<file path="config.mk">
export PLATFORM = sky130hd
export DESIGN_NAME = hls_macc_collect_flat
export DESIGN_NICKNAME = d
export VERILOG_FILES = /design/src/rtl/hls_macc_collect_if.sv /design/src/rtl/hls_macc_collect.sv /design/src/flat_wrapper.sv
export SDC_FILE = /design/constraint.sdc
export NUM_CORES = 1
export LEC_CHECK = 0
export CAP_MARGIN = 30
export CORE_UTILIZATION = 55
export CTS_BUF_LIST = sky130_fd_sc_hd__clkbuf_16
export CTS_CLUSTER_DIAMETER = 150
export CTS_CLUSTER_SIZE = 40
export DETAILED_ROUTE_END_ITERATION = 16
export PLACE_DENSITY = 0.84
export SLEW_MARGIN = 30
export SYNTH_ARGS = -nofsm -noshare
export SYNTH_HDL_FRONTEND = slang
export SYNTH_SLANG_ARGS = --single-unit
export TNS_END_PERCENT = 50
</file>
<file path="constraint.sdc">
create_clock -name ap_clk -period 5.9 [get_ports ap_clk]
set_clock_uncertainty 0.05 [all_clocks]
set_input_delay 0.59 -clock ap_clk [delete_from_list [all_inputs] [get_ports ap_clk]]
set_output_delay 0.59 -clock ap_clk [all_outputs]
set_load 0.01 [all_outputs]
</file>
<file path="src/rtl/hls_macc_collect_if.sv">
// Result-stage bus: core result strobe/fields in, FWFT result stream out, start hold back.
// slave = collect stage, master = the environment driving core results and consuming the stream.
interface hls_macc_collect_if #(
    parameter int DW = 32
);
    logic          in_vld;
    logic [DW-1:0] in_o1;
    logic [DW-1:0] in_o2;
    logic [DW-1:0] in_ret;
    logic          start_hold;
    logic          m_valid;
    logic          m_ready;
    logic [DW-1:0] m_o1;
    logic [DW-1:0] m_o2;
    logic [DW-1:0] m_ret;

    modport slave (
        input  in_vld, in_o1, in_o2, in_ret, m_ready,
        output start_hold, m_valid, m_o1, m_o2, m_ret
    );

    modport master (
        output in_vld, in_o1, in_o2, in_ret, m_ready,
        input  start_hold, m_valid, m_o1, m_o2, m_ret
    );
endinterface

</file>
<file path="src/rtl/hls_macc_collect.sv">
// Buffers hls_macc results in a FWFT FIFO and accumulates popped ap_return1 values.
// Latency: push into empty FIFO shows m_valid next cycle; head fields are combinational.
// Backpressure: start_hold at count >= DEPTH-1; HLS_MACC_COLLECT_ACC_SAT_EN makes the sum saturate.
module hls_macc_collect #(
    parameter int DEPTH = 4,
    parameter int DW    = 32,
    parameter int ACC_W = 48
) (
    input  logic             ap_clk,
    input  logic             ap_rst_n,
    hls_macc_collect_if.slave bus,
    input  logic             acc_clr,
    output logic [ACC_W-1:0] acc_sum,
    output logic [15:0]      acc_cnt,
    output logic             drop_err,
    output logic             acc_sat
);
    localparam int PW = $clog2(DEPTH);
    localparam logic [PW:0] FULL_CNT = (PW+1)'(DEPTH);
    localparam logic [PW:0] HOLD_CNT = (PW+1)'(DEPTH - 1);

    typedef struct packed {
        logic [DW-1:0] o1;
        logic [DW-1:0] o2;
        logic [DW-1:0] ret;
    } entry_t;

    entry_t          mem_q [DEPTH];
    logic [PW-1:0]   wr_ptr_q, wr_ptr_d;
    logic [PW-1:0]   rd_ptr_q, rd_ptr_d;
    logic [PW:0]     cnt_q, cnt_d;
    logic            hold_q, hold_d;
    logic            drop_q, drop_d;
    logic [ACC_W-1:0] sum_q, sum_d;
    logic [15:0]     acc_cnt_q, acc_cnt_d;

    logic            full;
    logic            pop;
    logic            push_ok;
    entry_t          head;
    logic [ACC_W-1:0] ret_ext;
    logic [ACC_W-1:0] sum_add;
    logic [ACC_W-1:0] sum_step;

    assign full    = (cnt_q == FULL_CNT);
    assign head    = mem_q[rd_ptr_q];
    assign pop     = bus.m_valid && bus.m_ready;
    // A full FIFO still accepts when the head leaves in the same cycle.
    assign push_ok = bus.in_vld && (!full || pop);

    assign bus.m_valid    = (cnt_q != '0);
    assign bus.m_o1       = head.o1;
    assign bus.m_o2       = head.o2;
    assign bus.m_ret      = head.ret;
    assign bus.start_hold = hold_q;

    assign ret_ext = {{(ACC_W-DW){head.ret[DW-1]}}, head.ret};
    assign sum_add = sum_q + ret_ext;

    always_comb begin
        wr_ptr_d = push_ok ? wr_ptr_q + 1'b1 : wr_ptr_q;
        rd_ptr_d = pop     ? rd_ptr_q + 1'b1 : rd_ptr_q;
        cnt_d    = cnt_q + (PW+1)'(push_ok) - (PW+1)'(pop);
        hold_d   = (cnt_d >= HOLD_CNT);
        drop_d   = drop_q | (bus.in_vld && full && !pop);
    end

`ifdef HLS_MACC_COLLECT_ACC_SAT_EN
    logic acc_sat_q, acc_sat_d;
    logic ovf_pos, ovf_neg;

    assign ovf_pos  = !sum_q[ACC_W-1] && !ret_ext[ACC_W-1] &&  sum_add[ACC_W-1];
    assign ovf_neg  =  sum_q[ACC_W-1] &&  ret_ext[ACC_W-1] && !sum_add[ACC_W-1];
    assign sum_step = ovf_pos ? {1'b0, {(ACC_W-1){1'b1}}} :
                      ovf_neg ? {1'b1, {(ACC_W-1){1'b0}}} : sum_add;
    assign acc_sat  = acc_sat_q;

    always_comb begin
        acc_sat_d = acc_sat_q;
        if (acc_clr) begin
            acc_sat_d = 1'b0;
        end else if (pop && (ovf_pos || ovf_neg)) begin
            acc_sat_d = 1'b1;
        end
    end

    always_ff @(posedge ap_clk or negedge ap_rst_n) begin
        if (!ap_rst_n) begin
            acc_sat_q <= 1'b0;
        end else begin
            acc_sat_q <= acc_sat_d;
        end
    end
`else
    assign sum_step = sum_add;
    assign acc_sat  = 1'b0;
`endif

    always_comb begin
        sum_d     = sum_q;
        acc_cnt_d = acc_cnt_q;
        if (acc_clr) begin
            sum_d     = pop ? ret_ext : '0;
            acc_cnt_d = pop ? 16'd1 : 16'd0;
        end else if (pop) begin
            sum_d     = sum_step;
            acc_cnt_d = (acc_cnt_q == 16'hFFFF) ? acc_cnt_q : acc_cnt_q + 16'd1;
        end
    end

    always_ff @(posedge ap_clk or negedge ap_rst_n) begin
        if (!ap_rst_n) begin
            wr_ptr_q  <= '0;
            rd_ptr_q  <= '0;
            cnt_q     <= '0;
            hold_q    <= 1'b0;
            drop_q    <= 1'b0;
            sum_q     <= '0;
            acc_cnt_q <= '0;
        end else begin
            wr_ptr_q  <= wr_ptr_d;
            rd_ptr_q  <= rd_ptr_d;
            cnt_q     <= cnt_d;
            hold_q    <= hold_d;
            drop_q    <= drop_d;
            sum_q     <= sum_d;
            acc_cnt_q <= acc_cnt_d;
        end
    end

    // Storage carries no reset; occupancy alone decides what is valid.
    always_ff @(posedge ap_clk) begin
        if (push_ok) begin
            mem_q[wr_ptr_q] <= '{o1: bus.in_o1, o2: bus.in_o2, ret: bus.in_ret};
        end
    end

    assign acc_sum  = sum_q;
    assign acc_cnt  = acc_cnt_q;
    assign drop_err = drop_q;
endmodule

</file>
<file path="src/flat_wrapper.sv">
// flat-port wrapper written by rule: the top's interface ports become plain ports
module hls_macc_collect_flat 
#(
    parameter int DEPTH = 4,
    parameter int DW    = 32,
    parameter int ACC_W = 48
)
  (ap_clk, ap_rst_n, acc_clr, acc_sum, acc_cnt, drop_err, acc_sat, bus_in_vld, bus_in_o1, bus_in_o2, bus_in_ret, bus_m_ready, bus_start_hold, bus_m_valid, bus_m_o1, bus_m_o2, bus_m_ret);
  hls_macc_collect_if #(.DW(DW)) bus_i ();
  input  logic ap_clk;
  input  logic ap_rst_n;
  input  logic acc_clr;
  output logic [ACC_W-1:0] acc_sum;
  output logic [15:0] acc_cnt;
  output logic drop_err;
  output logic acc_sat;
  input wire logic [$bits(bus_i.in_vld)-1:0] bus_in_vld;
  input wire logic [$bits(bus_i.in_o1)-1:0] bus_in_o1;
  input wire logic [$bits(bus_i.in_o2)-1:0] bus_in_o2;
  input wire logic [$bits(bus_i.in_ret)-1:0] bus_in_ret;
  input wire logic [$bits(bus_i.m_ready)-1:0] bus_m_ready;
  output wire logic [$bits(bus_i.start_hold)-1:0] bus_start_hold;
  output wire logic [$bits(bus_i.m_valid)-1:0] bus_m_valid;
  output wire logic [$bits(bus_i.m_o1)-1:0] bus_m_o1;
  output wire logic [$bits(bus_i.m_o2)-1:0] bus_m_o2;
  output wire logic [$bits(bus_i.m_ret)-1:0] bus_m_ret;
  assign bus_i.in_vld = bus_in_vld;
  assign bus_i.in_o1 = bus_in_o1;
  assign bus_i.in_o2 = bus_in_o2;
  assign bus_i.in_ret = bus_in_ret;
  assign bus_i.m_ready = bus_m_ready;
  assign bus_start_hold = bus_i.start_hold;
  assign bus_m_valid = bus_i.m_valid;
  assign bus_m_o1 = bus_i.m_o1;
  assign bus_m_o2 = bus_i.m_o2;
  assign bus_m_ret = bus_i.m_ret;
  hls_macc_collect #(.DEPTH(DEPTH), .DW(DW), .ACC_W(ACC_W)) u_core (.ap_clk(ap_clk), .ap_rst_n(ap_rst_n), .bus(bus_i), .acc_clr(acc_clr), .acc_sum(acc_sum), .acc_cnt(acc_cnt), .drop_err(drop_err), .acc_sat(acc_sat));
endmodule
</file>
==> results.txt <==
Storage element area: 13400 µm²
H-tree depth: 1
Clock root cell: clkbuf_16
Drt wl/cell: 22.5 µm
Final WL: 44.1 mm
Delay-heaviest family, CP: compound AO/OA/AOI/OAI gates
CP Class: reg2reg
Core area: 35500 µm²
Via count: 11500
Via density: 5.87
Gate power share: 52.7%
CTS tree: built
Worst setup SP type: flop
Switching Share: 38.0%
Placed instance area: 23000 µm²
Initial antenna violation count: 8
Setup violations, final: 0
Post-Syn Area: 19800 µm²
Max VDD drop: 343 µV
Final Cycle Share: 85.7%
CP cell instances: buf_4 -> mux4_2 -> ha_1 -> nand3_1 -> o22ai_1 -> o21ai_0 -> a311o_1 -> a211oi_2 -> o21ai_2 -> o31ai_4 -> o31ai_2 -> o21ai_1 -> mux4_1 -> a211o_2
Worst path slowest cell: dfrtp_4
Final Cell Area: 23400 µm²
Synth unique cells: 61
Area delta synth->final: 18.4%
Detailed Place HPWL: 30.1 mm
DR pass1 iterations: 5
Total of max-cap violations: 0
GPL Wtd Cong: 0.931
Clock share of power: 11.0%
Pwr Total: 12700 µW
Most common cell after layout, fill and taps aside: edfxtp_1
Cts hold-fix bufs: 0
Worst Tran Pin Value: 0.905 ns
Hold Vio Cnt, Final: 0
Multi-input combinational cell area: 6110 µm²
Starting Density: 55.7%
Largest net degree at the start of global routing: 67
Fmax achieved: 198 MHz
Sw power: 4840 µW
Lkg Pwr: 0.00821 µW
IO Pins: 265
Cells after Synth: 1244
CP endpoint kind: flop
CTS sink count: 457
DRT iter0 DRCs: 855
Flop pwr share: 36.3%
Prevailing post-synth register cell: edfxtp_1
CTS Buf Count: 15
#FFs+latches synth: 457
Antenna cells: 0
Tmin final: 5.06 ns
Maximum buffer depth of the clock tree: 3
Layout cell share with drive strength beyond 1: 10.0%
Layout filler cell count: 2476
DRC: 0
Critical Path Max Stage Delay: 0.75 ns
Pins over their slew limit: 0
CP Max Fanout: 23
Synthesized Nets: 1401
Die ar.: 36700 µm²
Required @ worst endpoint: 6.31 ns
Core Rows: 69
Latest clock arrival within the worst-skew pair: 0.55 ns
Vias in the first global route: 11800
Overall routing resource usage: 24.2%
Final #Nets: 1645
Buf/Inv on CP: 1
Rel. slew slack: 39.7%
ANT nets after route: 0
First-pass GRT wire length: 67.3 mm
Post-synth EDFFs: 384
Outcome: finished, final reports clean
Critical path arrival: 5.47 ns
Total grt overflow: 0
Clock-pin slew of the registers on the worst-case setup and hold paths: 0.16 ns
Seq/Total Area, Yosys: 67.5%
RSZ-0062 raised after global routing: no
Mapped Avg Cell Area: 15.9 µm²
Power density over the cells: 544 nW/µm²
Setup bufs post-CTS: 0
Worst min path class: in2async
Synth async-reset ratio: 16.0%
Cts repair resizes: 0
Number of buffers inserted by port buffering: 263
Die X: 192 µm
Number of synthesis warnings: 0
Int Pwr: 7910 µW
DIE HEIGHT: 192 µm
Commonest cells after routing, fill and taps aside: edfxtp_1 (384), clkdlybuf4s50_1 (261), mux4_2 (96), a21oi_1 (85), nand2_1 (76)
Setup TNS: 0 ns
path summary, 6_finish.rpt:
check | startpoint | end | slack (ns) | cells after the start
setup / recovery | u_core.rd_ptr_q[0] | u_core.acc_sum[47] | 0.84 | 14
hold / removal | ap_rst_n | u_core.acc_cnt[12] | 0.02 | 2
setup reg to reg | u_core.rd_ptr_q[0] | u_core.acc_sum[47] | 0.84 | 14
hold reg to reg | u_core.drop_err | u_core.drop_err | 0.43 | 1
max in group asynchronous | ap_rst_n | u_core.rd_ptr_q[0] | 5.14 | 3
min in group ap_clk | u_core.drop_err | u_core.drop_err | 0.43 | 1
stage by stage:
step           setup WS [ns]  cells  util (%)  hold WS [ns]
2_1_floorplan          0.765   1244         -         0.244
4_1_cts                0.827   1957      66.0        0.0256
5_1_grt                0.531   1957      66.0        0.0515
3_5_place_dp           0.846   1932      64.8         0.398
3_3_place_gp           0.965   1931      64.7         0.389
6_report               0.841   1957      66.0        0.0218
cell usage after synthesis, types with 3 or more instances:
cell type / n / area share, %
edfxtp_1: 384 / 58
mux4_2: 96 / 11
a21oi_1: 85 / 2.2
nand2_1: 77 / 1.5
o21ai_0: 74 / 1.9
dfrtp_1: 73 / 9.2
nor2_1: 61 / 1.2
ha_1: 54 / 3.4
clkbuf_1: 43 / 0.82
xnor2_1: 33 / 1.5
inv_1: 27 / 0.51
xor2_1: 23 / 1.0
nand3_1: 21 / 0.53
a21o_1: 19 / 0.72
buf_1: 13 / 0.25
nor3_1: 13 / 0.33
mux2i_1: 12 / 0.61
nand4_1: 12 / 0.38
o21bai_1: 12 / 0.46
or3_1: 11 / 0.35
a31oi_1: 10 / 0.32
and2_1: 9 / 0.28
nor2b_1: 8 / 0.25
nand2b_1: 7 / 0.22
a221o_1: 5 / 0.25
and3_1: 5 / 0.16
o21a_1: 5 / 0.19
a211oi_1: 4 / 0.15
o31ai_1: 4 / 0.15
nor4_1: 3 / 0.095
o21ai_1: 3 / 0.076
o311a_1: 3 / 0.15
routing by layer:
metal,GRT usage (%),wire length (µm)
met2,39.4,21200
met5,0,93
met3,7.27,3880
met1,32.5,18200
met4,4.61,750
state kept, by name (all words and copies together), names as in the netlist:
register               count
u_core.acc_cnt            16
u_core.acc_sum            48
u_core.bus.start_hold      1
u_core.cnt_q               3
u_core.drop_err            1
u_core.mem_q             384
u_core.rd_ptr_q            2
u_core.wr_ptr_q            2
cell type report:
type                    instances  share of cell area [%]
clock inverters                10                   0.273
multi-input cells             702                    26.1
clock buffers                  15                    1.60
repair buffers                284                    12.0
inverters                      28                   0.449
well taps                     461                    2.46
flip-flops and latches        457                    57.1
power by group through the flow:
stage	clock network, µW	logic, µW	registers [µW]
floorplan	0	4280	4610
global placement	0	6620	4660
detailed placement	0	6690	4710
CTS	1430	6740	4640
global route	1520	7320	4700
finish	1400	6710	4630
kinds of logic after synthesis:
logic type / Yosys count / synth area share [%]
xor+xnor: 56 / 2.48
flops: 457 / 67.5
simple gates: 238 / 5.67
fa+ha+maj: 56 / 3.62
compound gates: 242 / 7.38
other cells: 1 / 0.0190
mux: 109 / 11.7
buf+inv: 85 / 1.63
(Power assumes the default switching activity.)
